$ cat src/rtl/command_encoder_pkg.sv
// command_encoder_pkg: opcodes, frame geometry and format decode shared by encoder and control unit
package command_encoder_pkg;

    localparam int CMD_MAX_FRAME_BYTES = 7;
    localparam int BLOCK_INSTR_WIDTH = 32;
    localparam int FRAME_BITS = 8 * CMD_MAX_FRAME_BYTES;

    localparam logic [7:0] CMD_WRITE_BLOCK_INSTR = 8'h10;
    localparam logic [7:0] CMD_WRITE_BLOCK_REG_0 = 8'h11;
    localparam logic [7:0] CMD_WRITE_BLOCK_REG_1 = 8'h12;
    localparam logic [7:0] CMD_UPDATE_BLOCK_REG_0 = 8'h13;
    localparam logic [7:0] CMD_UPDATE_BLOCK_REG_1 = 8'h14;
    localparam logic [7:0] CMD_ALLOC_DELAY = 8'h20;
    localparam logic [7:0] CMD_SET_INPUT_GAIN = 8'h30;
    localparam logic [7:0] CMD_SET_OUTPUT_GAIN = 8'h31;
    localparam logic [7:0] CMD_SWAP_PIPELINES = 8'h40;
    localparam logic [7:0] CMD_RESET_PIPELINE = 8'h41;
    localparam logic [7:0] CMD_COMMIT_REG_UPDATES = 8'h42;

    typedef enum logic [1:0] {ST_IDLE, ST_SEND, ST_GAP} state_t;

    typedef enum logic [2:0] {FMT_NONE, FMT_INSTR, FMT_REG, FMT_DELAY, FMT_GAIN, FMT_BARE} frame_fmt_t;

    // Block index needs a second byte once it no longer fits in eight bits
    function automatic int block_bytes(input int n_blocks);
        return (n_blocks > 256) ? 2 : 1;
    endfunction

    function automatic int data_bytes(input int data_width);
        return (data_width == 24) ? 3 : 2;
    endfunction

    function automatic frame_fmt_t cmd_format(input logic [7:0] cmd);
        case (cmd)
            CMD_WRITE_BLOCK_INSTR: return FMT_INSTR;
            CMD_WRITE_BLOCK_REG_0,
            CMD_WRITE_BLOCK_REG_1,
            CMD_UPDATE_BLOCK_REG_0,
            CMD_UPDATE_BLOCK_REG_1: return FMT_REG;
            CMD_ALLOC_DELAY: return FMT_DELAY;
            CMD_SET_INPUT_GAIN,
            CMD_SET_OUTPUT_GAIN: return FMT_GAIN;
            CMD_SWAP_PIPELINES,
            CMD_RESET_PIPELINE,
            CMD_COMMIT_REG_UPDATES: return FMT_BARE;
            default: return FMT_NONE;
        endcase
    endfunction

endpackage

$ cat src/rtl/command_encoder_frame_packer.sv
// command_frame_packer: maps a request onto a left-aligned, MSB-first byte frame and its length
module command_frame_packer
    import command_encoder_pkg::*;
#(
    parameter int n_blocks = 256,
    parameter int data_width = 16
) (
    input  logic [7:0]                   req_command,
    input  logic [$clog2(n_blocks)-1:0]  req_block,
    input  logic [BLOCK_INSTR_WIDTH-1:0] req_instr,
    input  logic [data_width-1:0]        req_data,
    input  logic [23:0]                  req_delay_size,
    input  logic [23:0]                  req_init_delay,
    output logic [FRAME_BITS-1:0]        frame,
    output logic [2:0]                   length,
    output logic                         known
);

    localparam int bb = block_bytes(n_blocks);
    localparam int db = data_bytes(data_width);
    localparam logic [FRAME_BITS-1:0] data_mask = (FRAME_BITS'(1) << (8 * db)) - FRAME_BITS'(1);

    logic [FRAME_BITS-1:0] head;
    logic [FRAME_BITS-1:0] blk;
    logic [FRAME_BITS-1:0] dat;
    frame_fmt_t fmt;

    // Opcode always leads; following fields are shifted into place just below it
    always_comb begin
        fmt = cmd_format(req_command);
        head = {req_command, {(FRAME_BITS - 8){1'b0}}};
        blk = FRAME_BITS'(req_block);
        dat = FRAME_BITS'(req_data) & data_mask;
        frame = '0;
        length = 3'd0;
        known = 1'b1;
        case (fmt)
            FMT_INSTR: begin
                frame = head | (blk << (48 - 8 * bb)) | (FRAME_BITS'(req_instr) << (16 - 8 * bb));
                length = 3'(5 + bb);
            end
            FMT_REG: begin
                frame = head | (blk << (48 - 8 * bb)) | (dat << (48 - 8 * bb - 8 * db));
                length = 3'(1 + bb + db);
            end
            FMT_DELAY: begin
                frame = {req_command, req_delay_size, req_init_delay};
                length = 3'd7;
            end
            FMT_GAIN: begin
                frame = head | (dat << (48 - 8 * db));
                length = 3'(1 + db);
            end
            FMT_BARE: begin
                frame = head;
                length = 3'd1;
            end
            default: known = 1'b0;
        endcase
    end

endmodule

$ cat src/rtl/command_encoder.sv
// command_encoder: serialises host command requests into control-unit byte frames over valid/next
module command_encoder
    import command_encoder_pkg::*;
#(
    parameter int n_blocks = 256,
    parameter int data_width = 16,
    parameter int timeout_cycles = 65535
) (
    input  logic                         clk,
    input  logic                         reset,
    input  logic                         req_valid,
    output logic                         req_ready,
    input  logic [7:0]                   req_command,
    input  logic [$clog2(n_blocks)-1:0]  req_block,
    input  logic [BLOCK_INSTR_WIDTH-1:0] req_instr,
    input  logic [data_width-1:0]        req_data,
    input  logic [23:0]                  req_delay_size,
    input  logic [23:0]                  req_init_delay,
    output logic [7:0]                   out_byte,
    output logic                         out_valid,
    input  logic                         out_next,
    output logic                         done,
    output logic                         timeout,
    output logic                         invalid,
    output logic                         busy,
    output logic [15:0]                  bytes_sent
);

    localparam int tw = (timeout_cycles > 1) ? $clog2(timeout_cycles) : 1;
    localparam logic [tw-1:0] to_last = tw'(timeout_cycles - 1);

    state_t state;
    logic [FRAME_BITS-1:0] frame;
    logic [FRAME_BITS-1:0] shift_reg;
    logic [2:0] length;
    logic [2:0] remaining;
    logic known;
    logic [tw-1:0] wait_cnt;

    command_frame_packer #(
        .n_blocks(n_blocks),
        .data_width(data_width)
    ) packer (
        .req_command(req_command),
        .req_block(req_block),
        .req_instr(req_instr),
        .req_data(req_data),
        .req_delay_size(req_delay_size),
        .req_init_delay(req_init_delay),
        .frame(frame),
        .length(length),
        .known(known)
    );

    // Frame FSM: accept in IDLE, hand bytes out on each out_next, one GAP cycle after a full frame
    always_ff @(posedge clk) begin
        if (reset) begin
            state <= ST_IDLE;
            shift_reg <= '0;
            remaining <= 3'd0;
            wait_cnt <= '0;
            req_ready <= 1'b0;
            out_byte <= 8'd0;
            out_valid <= 1'b0;
            done <= 1'b0;
            timeout <= 1'b0;
            invalid <= 1'b0;
            busy <= 1'b0;
            bytes_sent <= 16'd0;
        end else begin
            done <= 1'b0;
            timeout <= 1'b0;
            invalid <= 1'b0;
            case (state)
                ST_IDLE: begin
                    req_ready <= 1'b1;
                    if (req_valid && req_ready) begin
                        if (known) begin
                            state <= ST_SEND;
                            shift_reg <= frame;
                            remaining <= length;
                            out_byte <= frame[FRAME_BITS-1 -: 8];
                            out_valid <= 1'b1;
                            busy <= 1'b1;
                            req_ready <= 1'b0;
                            wait_cnt <= '0;
                        end else begin
                            invalid <= 1'b1;
                        end
                    end
                end
                ST_SEND: begin
                    if (out_next) begin
                        bytes_sent <= bytes_sent + 16'd1;
                        shift_reg <= shift_reg << 8;
                        remaining <= remaining - 3'd1;
                        wait_cnt <= '0;
                        if (remaining == 3'd1) begin
                            out_valid <= 1'b0;
                            done <= 1'b1;
                            state <= ST_GAP;
                        end else begin
                            out_byte <= shift_reg[FRAME_BITS-9 -: 8];
                        end
                    end else if (timeout_cycles != 0 && wait_cnt == to_last) begin
                        out_valid <= 1'b0;
                        timeout <= 1'b1;
                        busy <= 1'b0;
                        req_ready <= 1'b1;
                        state <= ST_IDLE;
                    end else begin
                        wait_cnt <= wait_cnt + 1'b1;
                    end
                end
                ST_GAP: begin
                    state <= ST_IDLE;
                    busy <= 1'b0;
                    req_ready <= 1'b1;
                end
                default: state <= ST_IDLE;
            endcase
        end
    end

endmodule

$ cat config.mk
export PLATFORM = sky130hd
export DESIGN_NAME = command_encoder
export DESIGN_NICKNAME = d
export VERILOG_FILES = /design/src/rtl/command_encoder_pkg.sv /design/src/rtl/command_encoder_frame_packer.sv /design/src/rtl/command_encoder.sv
export SDC_FILE = /design/constraint.sdc
export NUM_CORES = 1
export LEC_CHECK = 0
export BUFFER_PORTS_ARGS = -buffer_cell sky130_fd_sc_hd__buf_2
export CORE_UTILIZATION = 50
export DETAILED_ROUTE_END_ITERATION = 8
export HOLD_SLACK_MARGIN = 0.1
export PLACE_DENSITY = 0.8
export REMOVE_ABC_BUFFERS = 1
export SETUP_SLACK_MARGIN = 0.02
export SYNTH_ARGS = -nofsm -noshare
export SYNTH_HDL_FRONTEND = slang
export SYNTH_SLANG_ARGS = --single-unit
export TNS_END_PERCENT = 5
$ cat constraint.sdc
create_clock -name clk -period 4.5 [get_ports clk]
set_input_delay 0.225 -clock clk [delete_from_list [all_inputs] [get_ports clk]]
set_output_delay 0.225 -clock clk [all_outputs]
set_load 0.02 [all_outputs]
# == Word level (Yosys, flattened, before mapping) ==
# Index checks and enable logic that the tools add are counted.
# classes
add_sub_neg,3
n_mul,0
div,0
order_cmp,0
n_eq_ne,29
shift,0
muxes,43
bitwise,8
reduce_logical,19
# ops
cell,n
56-bit case mux with 5 select lines,1
48-bit 2-to-1 mux,3
56-bit by 40-bit bitwise OR with 56-bit output,2
56-bit by 48-bit bitwise OR with 56-bit output,2
48-bit case mux with 2 select lines,1
16-bit 2-to-1 mux,4
"8-bit by 5-bit equality test with 1-bit output, second input constant",5
"16-bit by 1-bit adder with 16-bit output, second input constant",2
8-bit 2-to-1 mux,4
16-bit case mux with 2 select lines,1
3-bit case mux with 5 select lines,2
"8-bit by 6-bit equality test with 1-bit output, second input constant",3
"8-bit by 7-bit equality test with 1-bit output, second input constant",3
"16-bit equality test, second input constant",1
8-bit case mux with 2 select lines,1
5-bit AND reduction,3
1-bit 2-to-1 mux,13
"2-bit != test, second input constant",6
4-bit AND reduction,3
3-bit OR reduction,4
2-bit 2-to-1 mux,5
3-bit 2-to-1 mux,3
"3-bit != test, second input constant",3
"3-bit by 1-bit equality test with 1-bit output, second input constant",2
other kinds (19),25
# totals
reg_bits,99
latchBits,0
mem_bits_rw,0
romBits,0
in_bits,116
output_inout_bits,30
wordCells,114
n_memories,0

# == Longest topological paths before layout ==
# logic_depth
ltp_word,9
mapped_depth,9

# == By module ==
# From an unflattened synthesis, not the netlist that was laid out.
# hier_totals
hier_cells,614
hier_area_um2,5436.5
# modules_own_cells
mod,instances,cells_per_inst,area_per_inst_um2,seq_area_each_um2
command_encoder,1,481,4424.2,1981.9
command_frame_packer,1,133,1012.2,0.0

# == Worst setup path before layout ==
# OpenSTA, ideal clock, no wires.
# synth_path
kind,in2reg
startpoint,in req_command[1]
endpoint,reg out_byte[1]
arrival_time_ns,2.263
required_time_ns,4.428
setup_slack_ns,2.165
cell_stages,7
path_buffers,2
path_cell_list,clkbuf_1 > or3_1 > or3b_1 > buf_2 > a31o_2 > a22oi_1 > mux2i_1
# synth_via
elab_chain_cells,8
elab_cells_between_ends,32
cone_classes,eq/ne: 17; mux: 6; bitwise: 4; reduce/logical: 5
# synth_lines
item,line,text
from (decl),command_encoder.sv:13,"input logic [7:0] req_command,"
"8-bit by 5-bit equality test with 1-bit output, or another cell as far along",command_encoder_pkg.sv:34,case (cmd)
"4-bit OR reduction, or another cell as far along",command_encoder_pkg.sv:34,
3-bit case mux with 5 select lines,command_encoder_pkg.sv:34,
"3-bit equality test, or another cell as far along",command_encoder_frame_packer.sv:37,case (fmt)
56-bit case mux with 5 select lines / 5-bit OR reduction (equally long branches),n/a,
8-bit 2-to-1 mux / 1-bit 2-to-1 mux (equally long branches),"command_encoder.sv:78, command_encoder_frame_packer.sv:37",
8-bit 2-to-1 mux / 2-bit != test (equally long branches),n/a,
8-bit case mux with 2 select lines / 5-bit AND reduction (equally long branches),n/a,
to (signal assigned),command_encoder.sv:82,out_byte <= frame[FRAME_BITS-1 -: 8];
to (signal assigned),command_encoder.sv:103,out_byte <= shift_reg[FRAME_BITS-9 -: 8];
to (decl),command_encoder.sv:19,"output logic [7:0] out_byte,"
# Parallel ways exist; a longest one is shown, timed or not. The select of a mux whose other input is x is not followed.
# A chain may end at the register's enable or synchronous reset.

# == Worst setup path after layout ==
# layout_path
startpoint,in req_command[5]
endpoint,reg shift_reg[25]
# layout_via
elab_chain_cells,8
elab_cells_between_ends,28
cone_classes,eq/ne: 17; mux: 6; reduce/logical: 5
# layout_lines
item,line,text
"8-bit by 5-bit equality test with 1-bit output, or another cell as far along",command_encoder_pkg.sv:34,
"4-bit OR reduction, or another cell as far along",command_encoder_pkg.sv:34,
3-bit case mux with 5 select lines *,command_encoder_pkg.sv:34,
"3-bit equality test, or another cell as far along",command_encoder_frame_packer.sv:37,
56-bit case mux with 5 select lines / 5-bit OR reduction (equally long branches),n/a,
48-bit 2-to-1 mux / 1-bit 2-to-1 mux (equally long branches),"command_encoder.sv:78, command_encoder_frame_packer.sv:37",
48-bit 2-to-1 mux / 2-bit != test (equally long branches),n/a,
48-bit case mux with 2 select lines / 4-bit AND reduction (equally long branches),n/a,
to (signal assigned),command_encoder.sv:80,shift_reg <= frame;
to (signal assigned),command_encoder.sv:95,shift_reg <= shift_reg << 8;
to (decl),command_encoder.sv:34,logic [FRAME_BITS-1:0] shift_reg;
# Mark *: on every way between the ends. The rest lies on a longest branch, timed or not. The select of a mux whose other input is x is not followed.

==> summary.txt <==
Outcome
  – Outcome: completed

Cells and area
  – Area occupied by multi-input gates: 0.003472 mm^2
  – Layout area overhead: 19.93%
  – Final net count: between 900 and 1k
  – Register area: 0.001982 mm^2
  – Non-Filler Instances: about 930
  – Most frequent cells in the layout: 145 x buf_2, 99 x dfxtp_1, 47 x a21oi_1
  – Commonest non-fill, non-tap cell in the layout: buf_2
  – Max reg flops: 48
  – Layout cell share with drive strength beyond 1: 0.2406
  – Layout filler cell count: 975
  – Final Cell Area: 0.006889 mm^2
  – Ant. Diodes: 0

STA
  – Final-report hold violation count: 0
  – Setup TNS: 0 ps
  – Period utilization: 0.6587
  – Count of final max-slew check failures: 0
  – Worst Skew: slightly above 8 ps
  – RSZ-0062 raised after global routing: no
  – Highest clock rate: approximately 0.34 GHz
  – Worst Tran Pin Value: 1260 ps
  – Slew HR: 0.1537
  – Hold Slack: about 250 ps
  – Endpoints failing setup: 0
  – Min Tclk post-route: around 3000 ps

Placed design
  – DP HPWL: 11,770 um
  – I/O Buffers: 145
  – Placed instance count: between 900 and 1k
  – Gpl congestion: a little under 0.9
  – Placed Area: 0.006505 mm^2

Clocking
  – CTS Hold Bufs: 8
  – Clock buffer count from CTS: 9
  – CTS sink cnt: just under 100
  – CTS resizes: 0
  – Post-CTS Setup Inserts: 0
  – Worst-skew pair later-pin latency: between 300 and 400 ps
  – # H-tree levels: 3
  – Clock tree buffer depth: 2
  – CTS clock-pin slew for the worst setup and hold paths: 70 ps
  – CTS root buffer: clkbuf_16
  – CTS tree: built

Pwr
  – Design Power: around 2.1 mW
  – Cell Pwr Density: 303.8 mW/mm^2
  – Worst vdd ir: approximately 0.00026 V
  – Leakage: about 2.7 nW

Floorplan
  – Die Ht: 109.2 um
  – Site Rows: 38
  – Io pins: 146
  – Die ar.: between 0.01 and 0.015 mm^2
  – Die W: 109.2 um
  – Initial Utilization: 0.5208
  – Core area: 0.01103 mm^2

GRT
  – Vias in the first global route: approximately 5.7k
  – Largest net degree at the start of global routing: 83
  – Initial antenna violation count: 0
  – Congestion Overflow GR: 0
  – First-pass GRT wire length: between 20,000 and 30,000 um
  – Overall routing resource usage: 0.2902

Critical path
  – Critical Path Slowest Stage Cell: a311oi_4
  – Crit-path max FO: 17
  – CP arrival: roughly 3200 ps
  – Reg2Reg Setup Slack: approximately 1600 ps
  – Worst-path cell chain: buf_2 -> or3b_2 -> or3b_1 -> a311oi_4 -> buf_4 -> o21ai_1 -> o32ai_1
  – Reg2reg start: state[0]
  – Worst reg2reg path endpoint: shift_reg[44]
  – Required @ worst endpoint: around 4800 ps
  – Reg2Reg Depth: 7
  – WS Path Type: in -> reg
  – Slowest stage delay, CP: 780 ps
  – CP startpoint kind: input pin
  – Crit end category: flip-flop

Synthesis
  – Unique masters post-synth: 65
  – Number of synthesized flops with an enable pin: 0
  – Synth Flop Type: dfxtp_1
  – Yosys top cell by area: dfxtp_1
  – Sequential area share after synthesis: 0.3450
  – Cells after synthesis: 674
  – Syn avg cell area: approximately 8.5 um^2
  – Synthesized area: around 0.0057 mm^2
  – FFs w/ async S/R, synth: 0
  – Largest cells by area after synthesis: dfxtp_1 35%, a22o_1 5.8%, a21oi_1 4.1%, a22oi_1 3.4%, o31ai_1 3.1%
  – Seq cells post-synth: about 100
  – Area share of the largest cell type after synthesis: 0.3450
  – Yosys warning total: 0

Route
  – WL met2: 7984 um
  – Via density: approximately 6.5
  – Uppermost routed layer: met4
  – Antenna Nets Post-Route: 0
  – Total wire length: 16,720 um
  – DR WL met3: roughly 1100 um
  – Via Count: 6,030
  – Pre-antenna DRT Iters: 8
  – Post-DR wirelength/cell: ~18 um
  – Initial DRC count: a little over 600
  – DR DRC count: 0
  – Metal-1 WL: 7115 um

Hold path
  – Number of cells on the worst hold path: 3
  – HP Start: out_next
  – Hold Path Sink: done
  – Worst hold path type: in -> reg

Job
  – Max_cap viols: 0
## synth_stat cells, types with 9 or more instances
library cell and instances:
a22o_1 38, nor3_1 13, nand2_1 44, a22oi_1 26
buf_2 10, mux2i_1 12, a221oi_1 9, nor2_1 23
o21ai_0 27, clkbuf_1 44, a21oi_1 47, nand2b_1 9
a32oi_1 14, o31ai_1 24, dfxtp_1 99, nor2b_1 15
and2_1 12, inv_1 17, a31oi_1 10, nand4_1 12
nand3_1 24
## metrics by stage
step | setup WS [ps] | util
6_report | 1536 | 0.6245
5_1_grt | 1337 | 0.6245
4_1_cts | 1543 | 0.6245
3_5_place_dp | 1169 | 0.5897
3_3_place_gp | 1316 | 0.5897
2_1_floorplan | 124.6 | -
## logic make-up after synthesis
logic type | share of synthesized area
buffers and inverters | 0.05576
flip-flops | 0.3450
AND/OR/NAND/NOR | 0.1719
adder cells (fa/ha/maj) | 0.01743
AO/OA/AOI/OAI | 0.3648
multiplexers | 0.02679
XOR/XNOR | 0.01830
## cell type report
type	count	share of cell area
multi-input cells	497	0.5040
flip-flops and latches	99	0.2877
repair buffers	164	0.1290
clock buffers	11	0.03523
well taps	140	0.02543
inverters	18	0.009807
clock inverters	5	0.008899
## power by group
group | internal [mW] | leakage, nW | total, mW | switching (mW)
clock | 0.450 | 0.150 | 0.799 | 0.349
combinational | 0.145 | 1.77 | 0.382 | 0.237
sequential | 0.896 | 0.798 | 0.912 | 0.0151
total | 1.49 | 2.72 | 2.09 | 0.601
## worst max path at each step
stage	end	start	slack (ps)	cells after the start
after detailed placement	shift_reg[25]	req_command[7]	1170	7
after global routing	shift_reg[30]	state[0]	1340	7
after global placement	shift_reg[27]	req_command[7]	1320	7
after CTS	shift_reg[25]	req_command[5]	1540	7
final	shift_reg[25]	req_command[5]	1540	7
after floorplan	shift_reg[0]	state[0]	120	5
## per-layer routing
layer,GRT usage,vias to the layer above
li1,-,2876
met1,0.3646,2832
met2,0.4780,283
met3,0.05977,39
met4,0.1295,0
met5,0,-
## critical path, delay by kind of cell
kind,cells,cell delay [ps]
and+or+nand+nor,2,1250
buffers and inverters,2,470
AOI/OAI and AO/OA,3,1270
Power figures use the tool's default switching activity.
